--- src/rtl/music_ctrl.sv ---
// music_ctrl: play/pause/next control for the music player.
// Converts button pulses and the end-of-song indication into the play
// enable, a one-cycle restart strobe, and the current song index.
module music_ctrl #(
  parameter int unsigned SONG_NUM  = 4,
  parameter int unsigned SONG_W    = 2,
  parameter bit          AUTO_NEXT = 1'b1
) (
  input  logic              clk,
  input  logic              reset,
  input  logic              play_pause,
  input  logic              next,
  input  logic              song_done,
  output logic              play,
  output logic              reset_play,
  output logic [SONG_W-1:0] song
);

  typedef enum logic [1:0] {
    S_RESET = 2'b00,
    S_PAUSE = 2'b01,
    S_PLAY  = 2'b10,
    S_NEXT  = 2'b11
  } state_t;

  localparam logic [SONG_W-1:0] SONG_LAST = SONG_W'(SONG_NUM - 1);

  state_t state;
  logic   resume;
  logic   enter_next;

  // Detect the transitions that move the FSM into NEXT this edge
  always_comb begin
    enter_next = 1'b0;
    case (state)
      S_PAUSE: enter_next = next;
      S_PLAY:  enter_next = next || (song_done && AUTO_NEXT);
      default: enter_next = 1'b0;
    endcase
  end

  // Main control FSM and resume flag
  always_ff @(posedge clk or negedge reset) begin
    if (!reset) begin
      state  <= S_RESET;
      resume <= 1'b0;
    end else begin
      case (state)
        S_RESET: state <= S_PAUSE;
        S_PAUSE: begin
          if (next) begin
            state  <= S_NEXT;
            resume <= 1'b0;
          end else if (play_pause) begin
            state <= S_PLAY;
          end
        end
        S_PLAY: begin
          if (next || (song_done && AUTO_NEXT)) begin
            state  <= S_NEXT;
            resume <= 1'b1;
          end else if (song_done) begin
            state <= S_RESET;
          end else if (play_pause) begin
            state <= S_PAUSE;
          end
        end
        S_NEXT: begin
          state  <= resume ? S_PLAY : S_PAUSE;
          resume <= 1'b0;
        end
        default: state <= S_RESET;
      endcase
    end
  end

  // Song index advances on entry to NEXT, wrapping at SONG_NUM-1
  always_ff @(posedge clk or negedge reset) begin
    if (!reset) begin
      song <= '0;
    end else if (enter_next) begin
      song <= (song == SONG_LAST) ? '0 : song + 1'b1;
    end
  end

  // Outputs decoded from the state register only
  always_comb begin
    play       = (state == S_PLAY);
    reset_play = (state == S_RESET) || (state == S_NEXT);
  end

endmodule
--- config.mk ---
export PLATFORM = sky130hd
export DESIGN_NAME = music_ctrl
export DESIGN_NICKNAME = d
export VERILOG_FILES = /design/src/rtl/music_ctrl.sv
export SDC_FILE = /design/constraint.sdc
export NUM_CORES = 1
export LEC_CHECK = 0
export ABC_AREA = 1
export CORE_AREA = 2 2 39 41
export CTS_CLUSTER_SIZE = 25
export DETAILED_ROUTE_END_ITERATION = 12
export DIE_AREA = 0 0 41 43
export HOLD_SLACK_MARGIN = 0.02
export MAX_ROUTING_LAYER = met4
export SLEW_MARGIN = 10
export SYNTH_ARGS = -nofsm -noshare
export SYNTH_HDL_FRONTEND = slang
export SYNTH_SLANG_ARGS = --single-unit
--- constraint.sdc ---
create_clock -name clk -period 1.45 [get_ports clk]
set_input_delay 0.145 -clock clk [delete_from_list [all_inputs] [get_ports clk]]
set_output_delay 0.145 -clock clk [all_outputs]
set_load 0.05 [all_outputs]
Yosys cells after proc, flatten, opt, wreduce, memory -nomap -nowiden
Cells that the tools add are included.
- flip-flop bits (word level): 5
- input port bits: 5
- output and inout bits: 4
- logic and storage cells: 30
- add/sub/neg operators: 1
- eq/ne operators: 8
- multiplexer cells: 12
- reductions and logical operators: 6
- operators by type and width (kind ; number):
    2-to-1 mux 2 bit ; 7
    one-hot mux 2 bit (4 select lines) ; 1
    == test 2 bit (second input constant) ; 3
    != test 4 x 3 -> 1 bit (second input constant) ; 1
    != test 3 bit (second input constant) ; 1
    one-hot mux 1 bit (3 select lines) ; 1
    AND reduction 3 bit ; 1
    nonzero test 3 bit ; 1
    adder 2 x 1 -> 2 bit (second input constant) ; 1
    == test 2 x 1 -> 1 bit (second input constant) ; 1
    zero test 2 bit ; 1
    logical OR 1 bit ; 2
    2-to-1 mux 1 bit ; 2
    != test 2 x 1 -> 1 bit (second input constant) ; 1
    != test 2 bit (second input constant) ; 1
    one-hot mux 1 bit (2 select lines) ; 1
    AND reduction 2 bit ; 1

Depth between registers and ports, before layout
Gate-level depths: netlist of the first run.
- depth in word-level cells: 4
- gate-level depth with buffers: 8
- gate-level depth less buffers: 8

Worst setup path after synthesis of the first run
No wires, ideal clock.
- path type: register to register
- start point: register state[0]
- end point: register state[1]
- library setup time: 0.117 ns
- data arrival time: 1.412 ns
- data required time: 1.333 ns
- slack: -0.078 ns
- cell stages (with the launch flop): 8
- buffers on the path: 0
- period minus slack after synthesis: 1.528 ns
- cell sequence: dfrtp_1 > inv_1 > ha_1 > nand2_1 > nand2_2 > nand3_2 > nand3_1 > nand2_1
- word-level cells in the longest chain between the ends: 3
- elaborated cells between the ends (all ways): 8
- those cells by class: eq/ne (5); mux (1); reduce/logical (2)
- RTL lines (item ; RTL line ; text):
    start, declared ; 28 ; state_t state;
    start signal, assigned ; 69 ; state <= resume ? S_PLAY : S_PAUSE;
    == test 2 bit (*) ; -- ;
    net play ; 14 ; output logic play,
    != test 4 x 3 -> 1 bit (no line) ; -- ;
    AND reduction 2 bit (no line) ; -- ;
The timed path passes the listed nets; every way through them passes the cells marked *.
A chain may end at the register's enable or synchronous reset.

Worst setup path after layout of the first run
- start point: register state[0]
- end point: output port reset_play
- word-level cells in the longest chain between the ends: 2
- elaborated cells between the ends (all ways): 3
- those cells by class: eq/ne (1); reduce/logical (2)
- RTL lines (item ; RTL line ; text):
    == test 2 bit or zero test 2 bit (tied branches) ; 89 ; reset_play = (state == S_RESET) || (state == S_NEXT);
    logical OR 1 bit (*) ; 89 ;
    end, declared ; 15 ; output logic reset_play,
Every way passes the cells marked *; elsewhere a longest branch is shown, timed or not.

==> results of run 1 <==
[worst reg2reg max path, stage by stage (launching register included)]
cell,delay (ns)
dfrtp_1,0.37
buf_4,0.15
ha_2,0.21
inv_1,0.10
nor2_1,0.05
nor2_1,0.08
nand2_1,0.06
nand2_1,0.05
nand2_1,0.05
[cells in the mapped netlist]
cell type	n	area, um^2
o21ai_1	2	10.0
nand3_2	1	10.0
nand4_1	1	6.26
dfrtp_1	5	125
nand3_1	1	5.00
nand2_2	1	6.26
nor2_1	4	15.0
nand2_1	19	71.3
inv_1	11	41.3
ha_1	5	62.6
a21oi_2	1	8.76
o21ai_2	1	8.76
[registers in the layout, indices dropped and copies added (netlist names)]
| signal | cells |
|---|---|
| resume | 1 |
| song | 2 |
| state | 2 |
[logic make-up (layout without fill, tap and decap cells)]
group	after synthesis	in the layout	synth area share, %
adder cells (fa/ha/maj)	5	5	16.9
flip-flops	5	5	33.8
AND/OR/NAND/NOR	27	27	30.7
AO/OA/AOI/OAI	4	4	7.43
buffers and inverters	11	25	11.1
[cell type report]
type | count | area [um^2]
sequential | 5 | 125
fill | 139 | 842
multi-input combinational | 36 | 206
timing repair buffer | 10 | 123
tap | 16 | 20.0
inverter | 11 | 41.3
clock buffer | 4 | 26.3
[final timing paths]
| kind | cells past startpoint | startpoint | to | slack, ns |
|---|---|---|---|---|
| max reg2reg | 8 | state[1]$_DFFE_PN0P_ | state[1]$_DFFE_PN0P_ | 0.22 |
| min | 1 | reset | state[1]$_DFFE_PN0P_ | 0.12 |
| min in group clk | 2 | song[1]$_DFFE_PN0P_ | song[1]$_DFFE_PN0P_ | 0.52 |
| max in group asynchronous | 1 | reset | song[0]$_DFFE_PN0P_ | 1.15 |
| max | 4 | state[0]$_DFFE_PN0P_ | reset_play | 0.1 |
| min reg2reg | 2 | song[1]$_DFFE_PN0P_ | song[1]$_DFFE_PN0P_ | 0.52 |
[stage by stage]
step | power, W | hold WS [ns] | utilization, % | cell area [um^2]
2_1_floorplan | 0.000860 | -0.151 | - | 373
3_3_place_gp | 0.00120 | 0.374 | 36.2 | 500
3_5_place_dp | 0.00121 | 0.377 | 36.2 | 500
4_1_cts | 0.00141 | 0.120 | 38.6 | 534
5_1_grt | 0.00154 | 0.130 | 39.2 | 542
6_report | 0.00142 | 0.122 | 39.2 | 542
[metal layers]
| layer | share of wire [%] | vias up | wire, um |
|---|---|---|---|
| met2 | 55 | 3 | 358 |
| met5 | 0 | - | 0 |
| met1 | 43 | 146 | 282 |
| li1 | - | 183 | - |
| met3 | 2.1 | 0 | 14 |
| met4 | 0 | 0 | 0 |
[cell usage in the layout, fill, tap and decap left out]
cell / instances
nand3_2: 1
o21ai_1: 2
buf_12: 3
clkbuf_1: 1
inv_1: 10
ha_1: 4
nand2_1: 19
buf_4: 3
dfrtp_1: 5
nand3_1: 1
clkdlybuf4s50_1: 4
nor2_1: 4
a21oi_2: 1
clkbuf_4: 3
ha_2: 1
o21ai_2: 1
nand2_2: 1
nand4_1: 1
inv_2: 1
[timing repair]
| item | 4_1_cts | 5_1_grt |
|---|---|---|
| endpoints found under the setup margin | 1 | 1 |
| setup buffers | 1 | 1 |
| gates resized for setup | 1 | 0 |
| pin swaps | 0 | 0 |
[power groups by stage]
stage | clock network (W) | registers [W] | logic (W)
floorplan | 0 | 0.000348 | 0.000512
global placement | 0 | 0.000275 | 0.000930
detailed placement | 0 | 0.000277 | 0.000938
CTS | 0.000164 | 0.000264 | 0.000984
global route | 0.000176 | 0.000265 | 0.00110
finish | 0.000155 | 0.000259 | 0.00101
==> metrics.md, run 1 <==
| Metric | Value |
|---|---|
| DIE AREA | `1760 um^2` |
| Initial antenna violation count | `0` |
| Sequential Power Share | `18.2%` |
| DR pass1 iterations | `2` |
| Yosys warns | `0` |
| Vias in the first global route | `294` |
| Pleak | `0.300 nW` |
| RePlAce Congestion | `0.735` |
| Tmin final | `1.35 ns` |
| ANT nets after route | `0` |
| Worst min path class | `input pin to async pin` |
| Tcrit/Tclk final | `93.4%` |
| Average wire per standard cell | `7.99 um` |
| DR iter-0 viols | `5` |
| CTS root buffer | `clkbuf_4` |
| H-tree Lvls | `1` |
| Post-route setup TNS | `0 ns` |
| Req. time, crit path | `1.31 ns` |
| Final Routed Wirelength | `655 um` |
| GRT met2 Usage | `14.4%` |
| Most Used Layer, Global Route | `met2` |
| Via density per instance | `4.05` |
| Status | `complete, no violations` |
| Port bufs | `8` |
| TritonCTS clock tree | `built` |
| Number of remaining DRC errors | `0` |
| Average size of a mapped cell | `7.12 um^2` |
| Worst Path Arrival | `1.21 ns` |
| Clock Latency Late Sink | `0.23 ns` |
| Startpoint Class | `flip-flop` |
| DIE WIDTH | `41 um` |
| Clk sinks | `5` |
| # Max-Cap Violations | `0` |
| Die height | `43 um` |
| Final setup viols | `0` |
| Critical Path, Cell by Cell | `inv_1 > ha_1 > inv_2 > buf_12` |
| Worst vdd ir | `1.62 mV` |
| Crit end category | `primary output` |
| Endpoints failing hold | `0` |
| Critical path's slowest cell | `dfrtp_1` |
| Final #Nets | `77` |
| Cts bufs inserted | `3` |
| GRT Residual Overflow | `0` |
| Routing usage on met1 | `10.2%` |
| Crit-path leading delay family | `flip-flops` |
| Post-Place Setup Slack | `0.198 ns` |
| Pwr per Cell Area | `2620 nW/um^2` |
| Diodes inserted | `0` |
| I/O pins | `9` |
| Cells after synthesis | `52` |
| First-pass GRT wire length | `1070 um` |
| Total internal power | `0.000740 W` |
| Part of the Yosys area used for sequential elements | `33.8%` |
| Share of cells above drive strength 1 | `22.7%` |
| RSZ-0062 raised after global routing | `no` |
| CORE AREA | `1380 um^2` |
| Combinational group share of total power | `70.8%` |
| Worst-case clock buffer depth | `2` |
| DP HPWL | `529 um` |
| Max Clock Skew | `0.000431 ns` |
| Fmax | `738 MHz` |
| Crit-path max FO | `3` |
| Clock share of power | `10.9%` |
| Fin. max-slew vios | `0` |
| Switching Share | `47.8%` |
| Critical path's largest stage delay | `0.34 ns` |
| Register bit total from synthesis | `5` |
| Initial Util | `26.8%` |
| CP Class | `flip-flop to primary output` |
| Synth Net Count | `62` |
| Worst-margin pin slew | `0.209 ns` |
| DP Cell Count | `76` |
| Fin worst setup slack | `0.0956 ns` |
| GR Util All Layers | `9.23%` |
| Synth cell types | `12` |
| Final Non-Filler Cells | `82` |
| WP buf/inv | `3` |
| # hold bufs at CTS | `0` |
| Pin count of the biggest net entering global routing | `6` |
| Area growth from synthesis to layout | `46.3%` |
| CTS clock-pin slew for the worst setup and hold paths | `0.04 ns` |
| Total vias in the final route | `332` |
| Num rows | `14` |
| Post-Synthesis Cell Area | `370 um^2` |
| Met3 Use GR | `1.57%` |
| Net Sw Power | `0.000679 W` |
| Slew headroom | `86.0%` |
Power figures use the tool's default switching activity.
==> run 2: changes to the inputs <==
MAX_ROUTING_LAYER = not set   (was met4)
==> results of run 2 <==
No change in the layout: final DEF, timing and power equal those of run 1.
Main changes from that run: final weighted congestion in routability-driven placement 0.735 -> 0.726; overall routing resource usage 9.23% -> 9.01%
